**src/rtl/cp0_pkg.sv**
```systemverilog
// Shared CP0 definitions: op encodings, EPC register address and the
// in-flight write slot layout used by the hazard tracker.
package cp0_pkg;

  localparam logic [2:0] CP0OP_MFC0 = 3'b001;
  localparam logic [2:0] CP0OP_MTC0 = 3'b010;
  localparam logic [2:0] CP0OP_ERET = 3'b100;

  localparam int CP0_EPC_CS  = 14;
  localparam int CP0_EPC_SEL = 0;

  localparam int CP0_CS_W   = 5;
  localparam int CP0_SEL_W  = 3;
  localparam int CP0_DATA_W = 32;

  // Slot layout at the architectural widths; the tracker mirrors it at its own widths.
  typedef struct packed {
    logic                  valid;
    logic [CP0_CS_W-1:0]   cs;
    logic [CP0_SEL_W-1:0]  sel;
    logic [CP0_DATA_W-1:0] data;
  } cp0_slot_t;

  function automatic logic cp0_is_read(input logic [2:0] op);
    return (op == CP0OP_MFC0) || (op == CP0OP_ERET);
  endfunction

endpackage

```
**src/rtl/cp0_prio_match.sv**
```systemverilog
// Youngest-first priority encoder: the lowest-indexed set match bit wins.
module cp0_prio_match #(
  parameter  int DEPTH = 3,
  localparam int IDX_W = $clog2(DEPTH) + 1
) (
  input  logic [DEPTH-1:0] match,
  output logic             hit,
  output logic [IDX_W-1:0] idx
);

  always_comb begin
    hit = 1'b0;
    idx = '0;
    for (int i = DEPTH - 1; i >= 0; i--) begin
      if (match[i]) begin
        hit = 1'b1;
        idx = IDX_W'(i);
      end
    end
  end

endmodule

```
**src/rtl/cp0_fwd_tracker.sv**
```systemverilog
// CP0 hazard tracker: shift-register scoreboard of in-flight mtc0 writes,
// forwarding to mfc0/eret in ID, stalling on unready data, and committing at the tail.
module cp0_fwd_tracker
  import cp0_pkg::*;
#(
  parameter int DEPTH       = 3,
  parameter int READY_STAGE = 0,
  parameter int DATA_W      = 32,
  parameter int CS_W        = 5,
  parameter int SEL_W       = 3
) (
  input  logic                   clk,
  input  logic                   rst,
  input  logic                   advance,
  input  logic                   flush,
  input  logic                   id_valid,
  input  logic [2:0]             id_cp0op,
  input  logic [CS_W-1:0]        id_cs,
  input  logic [SEL_W-1:0]       id_sel,
  input  logic [DATA_W-1:0]      id_wdata,
  output logic                   fwd_hit,
  output logic [$clog2(DEPTH):0] fwd_slot,
  output logic [DATA_W-1:0]      fwd_data,
  output logic                   stall,
  output logic                   cp0_we,
  output logic [CS_W-1:0]        cp0_cs,
  output logic [SEL_W-1:0]       cp0_sel,
  output logic [DATA_W-1:0]      cp0_wdata
);

  localparam int SLOT_W = $clog2(DEPTH) + 1;
  // Slots below READY_STAGE hold data that is not yet usable by ID.
  localparam logic [DEPTH-1:0] EARLY_MASK = DEPTH'((64'd1 << READY_STAGE) - 64'd1);

  typedef struct packed {
    logic              valid;
    logic [CS_W-1:0]   cs;
    logic [SEL_W-1:0]  sel;
    logic [DATA_W-1:0] data;
  } slot_t;

  slot_t              slot_w   [DEPTH];
  slot_t              shift_in [DEPTH];
  slot_t              ins_slot;
  logic               rd_en;
  logic [CS_W-1:0]    key_cs;
  logic [SEL_W-1:0]   key_sel;
  logic [DEPTH-1:0]   match;
  logic               win_hit;
  logic [SLOT_W-1:0]  win_idx;

  always_comb begin
    rd_en   = id_valid && cp0_is_read(id_cp0op);
    key_cs  = id_cs;
    key_sel = id_sel;
    if (id_cp0op == CP0OP_ERET) begin
      key_cs  = CS_W'(CP0_EPC_CS);
      key_sel = SEL_W'(CP0_EPC_SEL);
    end
  end

  cp0_prio_match #(.DEPTH(DEPTH)) u_prio (
    .match (match),
    .hit   (win_hit),
    .idx   (win_idx)
  );

  // The youngest match sits below READY_STAGE exactly when any early slot matches.
  always_comb begin
    stall    = |(match & EARLY_MASK);
    fwd_hit  = win_hit && !stall;
    fwd_slot = fwd_hit ? win_idx + SLOT_W'(1) : '0;
    fwd_data = '0;
    for (int i = 0; i < DEPTH; i++) begin
      if (fwd_hit && (win_idx == SLOT_W'(i))) fwd_data = slot_w[i].data;
    end
  end

  always_comb begin
    ins_slot.valid = id_valid && (id_cp0op == CP0OP_MTC0) && !stall;
    ins_slot.cs    = id_cs;
    ins_slot.sel   = id_sel;
    ins_slot.data  = id_wdata;
  end

  genvar g;
  for (g = 0; g < DEPTH; g++) begin : g_slot
    localparam bit LAST = (g == DEPTH - 1);
    slot_t slot_q;
    slot_t slot_d;

    if (g == 0) begin : g_src
      assign shift_in[g] = ins_slot;
    end else begin : g_src
      assign shift_in[g] = slot_w[g-1];
    end

    assign slot_w[g] = slot_q;
    assign match[g]  = rd_en && slot_q.valid && (slot_q.cs == key_cs) && (slot_q.sel == key_sel);

    // The tail slot is past the commit point, so a held flush leaves it alone.
    always_comb begin
      slot_d = slot_q;
      if (advance) begin
        slot_d = shift_in[g];
        if (flush) slot_d.valid = 1'b0;
      end else if (flush && !LAST) begin
        slot_d.valid = 1'b0;
      end
    end

    always_ff @(posedge clk) begin
      if (rst) slot_q.valid <= 1'b0;
      else     slot_q.valid <= slot_d.valid;
      slot_q.cs   <= slot_d.cs;
      slot_q.sel  <= slot_d.sel;
      slot_q.data <= slot_d.data;
    end
  end

  always_comb begin
    cp0_we    = advance && slot_w[DEPTH-1].valid;
    cp0_cs    = slot_w[DEPTH-1].valid ? slot_w[DEPTH-1].cs   : '0;
    cp0_sel   = slot_w[DEPTH-1].valid ? slot_w[DEPTH-1].sel  : '0;
    cp0_wdata = slot_w[DEPTH-1].valid ? slot_w[DEPTH-1].data : '0;
  end

endmodule

```
**config.mk**
```make
export PLATFORM = sky130hd
export DESIGN_NAME = cp0_fwd_tracker
export DESIGN_NICKNAME = d
export VERILOG_FILES = /design/src/rtl/cp0_pkg.sv /design/src/rtl/cp0_prio_match.sv /design/src/rtl/cp0_fwd_tracker.sv
export SDC_FILE = /design/constraint.sdc
export NUM_CORES = 1
export LEC_CHECK = 0
export ABC_AREA = 1
export CAP_MARGIN = 25
export CORE_UTILIZATION = 32
export CTS_BUF_LIST = sky130_fd_sc_hd__clkbuf_16
export CTS_CLUSTER_SIZE = 20
export DETAILED_ROUTE_END_ITERATION = 8
export MAX_ROUTING_LAYER = met4
export PLACE_DENSITY = 0.59
export SYNTH_ARGS = -nofsm -noshare
export SYNTH_HDL_FRONTEND = slang
export SYNTH_SLANG_ARGS = --single-unit
```
**constraint.sdc**
```tcl
create_clock -name clk -period 6.7 [get_ports clk]
set_input_delay 1.675 -clock clk [delete_from_list [all_inputs] [get_ports clk]]
set_output_delay 1.675 -clock clk [all_outputs]
set_load 0.005 [all_outputs]
```
== After elaboration in Yosys (flattened, before gate mapping) ==
Index checks and enable logic that the tools add are counted.
Word-level totals
  register bits after elaboration: 123
  input port bits: 48
Cells by class
  eq/ne operators: 11
  reductions and logical operators: 17
  multiplexer cells: 20
  add/sub/neg operators: 1
Operators by type and width (number)
  $mux W32: 4
  $eq A5 B5 Y1: 3
  $logic_and A1 B1 Y1: 15
  $mux W5: 2
  $eq A3 B3 Y1: 3
  $mux W3: 3
  $mux W1: 8
  $eq A3 B1 Y1 const B: 2
  $eq A3 B2 Y1 const B: 2
  $mux W2: 3
  $add A3 B1 Y3 const B: 1
  $eq A3 B3 Y1 const B: 1
  $logic_not A3 Y1: 1
  $logic_or A1 B1 Y1: 1

== Depth between registers and ports, before layout ==
  word-level depth: 14
  depth in mapped cells: 19

== Hierarchy ==
From an unflattened synthesis, not the netlist that was laid out.
Second synthesis, totals
  cells, all modules: 525
  area total of the unflattened synthesis: 5736.8 um2
Modules (own cells, without submodules)
  cp0_fwd_tracker: instances 1, cells an instance 516, area each 5694.2 um2, sequential area each 3663.5 um2
  cp0_prio_match: instances 1, cells an instance 9, area each 42.5 um2, sequential area each 0.0 um2

== Worst setup path after synthesis ==
No wires, ideal clock.
  path kind: input-to-output
  start: in id_cp0op[1]
  end: out fwd_data[23]
  stages on the path: 19
  slack: 1.170 ns
  buffers on the path: 4
  arrival: 3.855 ns
  required time: 5.025 ns
  cell sequence: nor2_1 -> nand2_1 -> buf_6 -> buf_6 -> nand3_1 -> nand2_1 -> nor2_1 -> nand2_1 -> nor4b_1 -> nand2_1 -> inv_1 -> ha_1 -> clkbuf_1 -> clkbuf_1 -> nor2_1 -> nand3_1 -> nand3_1 -> nand2_1 -> inv_1
Between the ends
  longest elaborated chain between the ends: 14
Ends and longest elaborated chain
  start, declared: RTL line cp0_fwd_tracker.sv:17  | input logic [2:0] id_cp0op,
  branches (longest 13 deep; another with $mux W32)
  $mux W32 *: RTL line cp0_fwd_tracker.sv:75  | if (fwd_hit && (win_idx == SLOT_W'(i))) fwd_data = slot_w[i].data;
  end, declared: RTL line cp0_fwd_tracker.sv:23  | output logic [DATA_W-1:0] fwd_data,
Every way passes the cells marked *.

== Worst setup path after layout ==
  start: in id_cp0op[1]
  end: out fwd_data[15]
The elaborated chain is that of the path after synthesis.

==> metrics.md <==
| Metric | Value |
|---|---|
| XOR/XNOR Fraction of Synth Area | `0.00144` |
| Post-synth top flop | `edfxtp_1` |
| Boundary Pins | `between 100 and 150` |
| RSZ-0062 raised after global routing | `no` |
| Warnings, synthesis | `0` |
| Drt drc | `1` |
| Critical Path AT | `around 4.7 ns` |
| Buffers plus inverters on the worst setup path | `6` |
| Clk Latency, worst-skew pair | `0.41 ns` |
| Violated checks | `design-rule violations` |
| Leakage power | `~3.8 nW` |
| Final Max Slew Viols | `0` |
| DR iter-0 viols | `between 200 and 250` |
| Synth area leader | `edfxtp_1` |
| Min-delay worst type | `reg2reg` |
| Final setup TNS | `0 ns` |
| Max H-tree Level | `4` |
| Crit path max-delay family | `buffers and inverters` |
| Top-count cell post-synth | `nand2_1` |
| WL/cell | `approximately 14 um` |
| Adder and majority cell fraction of the synthesized area | `0.00825` |
| Slowest CP cell | `clkdlybuf4s50_1` |
| CTS tree | `done` |
| Layout cells sized above 1 | `0.0652` |
| Final setup viols | `0` |
| Sink Count | `around 120` |
| Initial Utilization | `0.326` |
| Rel. slew slack | `0.440` |
| Maximum vdd drop | `~0.16 mV` |
| Synth top area share | `0.594` |
| Clock buffer depth | `2` |
| Post-Synth Simple-Gate Area | `0.267` |
| Total track usage | `0.151` |
| Mapped Area | `roughly 6100 um2` |
| Die W | `~140 um` |
| Layout Skew | `about 0.0066 ns` |
| Pwr Total | `roughly 2.1 mW` |
| ANT cells | `0` |
| Main combinational cell family by area after synthesis | `simple AND/OR/NAND/NOR gates` |
| Vias in the first global route | `approximately 4,300` |
| RePlAce Congestion | `~0.79` |
| Maximum clock rate | `around 160 MHz` |
| Vias | `roughly 4,500` |
| Post-route antenna net violation count | `0` |
| Number of vias per cell | `4.39` |
| CTS Hold Bufs | `0` |
| Mux share of post-synthesis cell area | `0` |
| Clk root buf | `clkbuf_16` |
| Top cells by count, synth | `nand2_1, inv_1, edfxtp_1` |
| Rows | `50` |
| Mapped Cells | `~650` |
| Async SR Flop Fraction | `0` |
| TritonCTS buffer count | `17` |
| Biggest register | `g_slot.slot_q` |
| P&R area growth vs syn | `36.3%` |
| Compound-Gate Fraction of Synth Area | `0.00618` |
| Regs by FF count | `g_slot.slot_q: 123 flops` |
| Synth Register Bits | `between 100 and 150` |
| Nets | `about 800` |
| Floorplan Core Area | `18,600 um2` |
| PwrDens | `255 nW/um2` |
| Post-synthesis sequential area ratio | `0.604` |
| Worst setup EP type | `output port` |
| Die Y | `140 um` |
| Routed wire length | `roughly 14,000 um` |
| Post-synth EDFFs | `120` |
| Mapped Nets | `~700` |
| Top cells by area, synth | `edfxtp_1, nand3_1, nand2_1, inv_1, or2_0` |
| Post-CTS setup buffer count | `0` |
| Initial DRT Pass Iterations | `7` |
| Number of flip-flops in the largest register | `about 120` |
| Nature of the critical path startpoint | `input pin` |
| Maxcap violations | `0` |
| Final Cycle Share | `0.957` |
| Largest net degree at the start of global routing | `64` |
| Die ar. | `a little under 20,000 um2` |
| Grt total ovfl | `0` |
| Avg Inst Size Synth | `around 9.4 um2` |
| Most Frequent Cell on Critical Path | `nand2_1` |
| Initial antenna violation count | `0` |
| Setup Crit Path Kind | `in2out` |
| CP Cell Sequence | `clkdlybuf4s50_1, nor2_1, nand2_1, buf_12, nand2_1, nand2_1, nand2_1, nor2_1, nand2_1, nor2_1, nand4_1, inv_1, ha_1, nand2_4, buf_12, or2_0, nand2_1, inv_1, clkdlybuf4s50_1` |
| First-pass GRT wire length | `about 22,000 um` |
| Status | `finished, violations left` |
| Worst-path clk slew | `0.05 ns` |
| CP max FO | `40` |
| Slew @ Worst Pin | `approximately 0.84 ns` |
| Final HPWL from detailed placement | `around 9000 um` |
| Worst Path Required | `between 5 and 6 ns` |
| Fin util | `0.444` |
| PortBufs | `around 120` |
| Period minus WS final | `around 6.4 ns` |
| Highest cell delay on the worst timing path | `just over 0.5 ns` |
| Final Hold Fails | `0` |
| Library cells used by synthesis | `25` |
area by class of cell:
cell class	count	area, um2
clock buffer	17	425
clock inverter	14	246
fill	1794	10400
inverter	129	484
multi-input combinational	362	1740
sequential	123	3660
tap	234	293
timing repair buffer	137	1420
through the flow:
step                cell area (um2)  worst slack, ns  instances  hold slack [ns]
CTS                            8230            0.197       1015            0.443
floorplan                      6070             1.17        646            0.426
detailed placement             7560            0.220        984            0.432
global route                   8270          0.00751       1016            0.451
global placement               7560            0.229        984            0.428
finish                         8270            0.286       1016            0.445
cell families (layout without fill, tap and decap cells):
logic type / Yosys count / count (layout)
and+or+nand+nor: 350 / 350
buffers and inverters: 161 / 297
xor gates and xnor gates: 1 / 1
other: 1 / 1
DFF: 123 / 123
adders and majority gates: 4 / 4
AOI/OAI and AO/OA: 6 / 6
cells in the final DEF (no fill, tap or decap):
master           count
a211oi_1             3
a21oi_1              2
buf_12               5
buf_4                8
bufinv_16            6
clkbuf_16           18
clkdlybuf4s50_1    123
clkinv_4             5
clkinvlp_4           3
conb_1               1
dfxtp_1              2
dfxtp_2              1
edfxtp_1           120
ha_1                 3
ha_4                 1
inv_1              129
nand2_1            136
nand2_4              1
nand3_1            107
nand3_2              1
nand3b_1            13
nand4_1              5
nand4_2              1
nor2_1              51
nor4b_2              1
o21ai_0              1
or2_0               32
or2_1                2
xor2_1               1
worst paths after layout:
check	start	to	slack (ns)	depth (start not counted)
worst max-delay path	id_cp0op[1]	fwd_data[15]	0.29	19
worst min-delay path	g_slot[0].slot_q[5]	g_slot[1].slot_q[5]	0.44	0
worst max register to register	g_slot[2].slot_q[40]	g_slot[2].slot_q[40]	5.55	3
worst min register to register	g_slot[0].slot_q[5]	g_slot[1].slot_q[5]	0.44	0
repair_timing:
action | CTS | global route
gates resized for setup | 0 | 2
endpoints found under the hold margin | 0 | 0
setup endpoints to repair | 0 | 32
worst reg2reg max path, delay by kind of cell, from the launching register on:
family                 cells  cell delay [ns]
AOI/OAI and AO/OA          1             0.20
and+or+nand+nor            1             0.10
buffers and inverters      1             0.43
DFF                        1             0.32
report_power, final:
| group | switching, mW | internal (mW) | leakage (nW) |
|---|---|---|---|
| sequential | 0.0266 | 0.909 | 1.20 |
| combinational | 0.0636 | 0.0609 | 2.32 |
| clock | 0.349 | 0.698 | 0.315 |
| total | 0.439 | 1.67 | 3.84 |
routing by layer:
| metal | wire (um) | track usage |
|---|---|---|
| met1 | 6410 | 0.187 |
| met2 | 6720 | 0.243 |
| met3 | 577 | 0.0396 |
| met4 | 36 | 0.0422 |
| met5 | 0 | - |
Note: power is estimated with default switching activity, not from simulation.
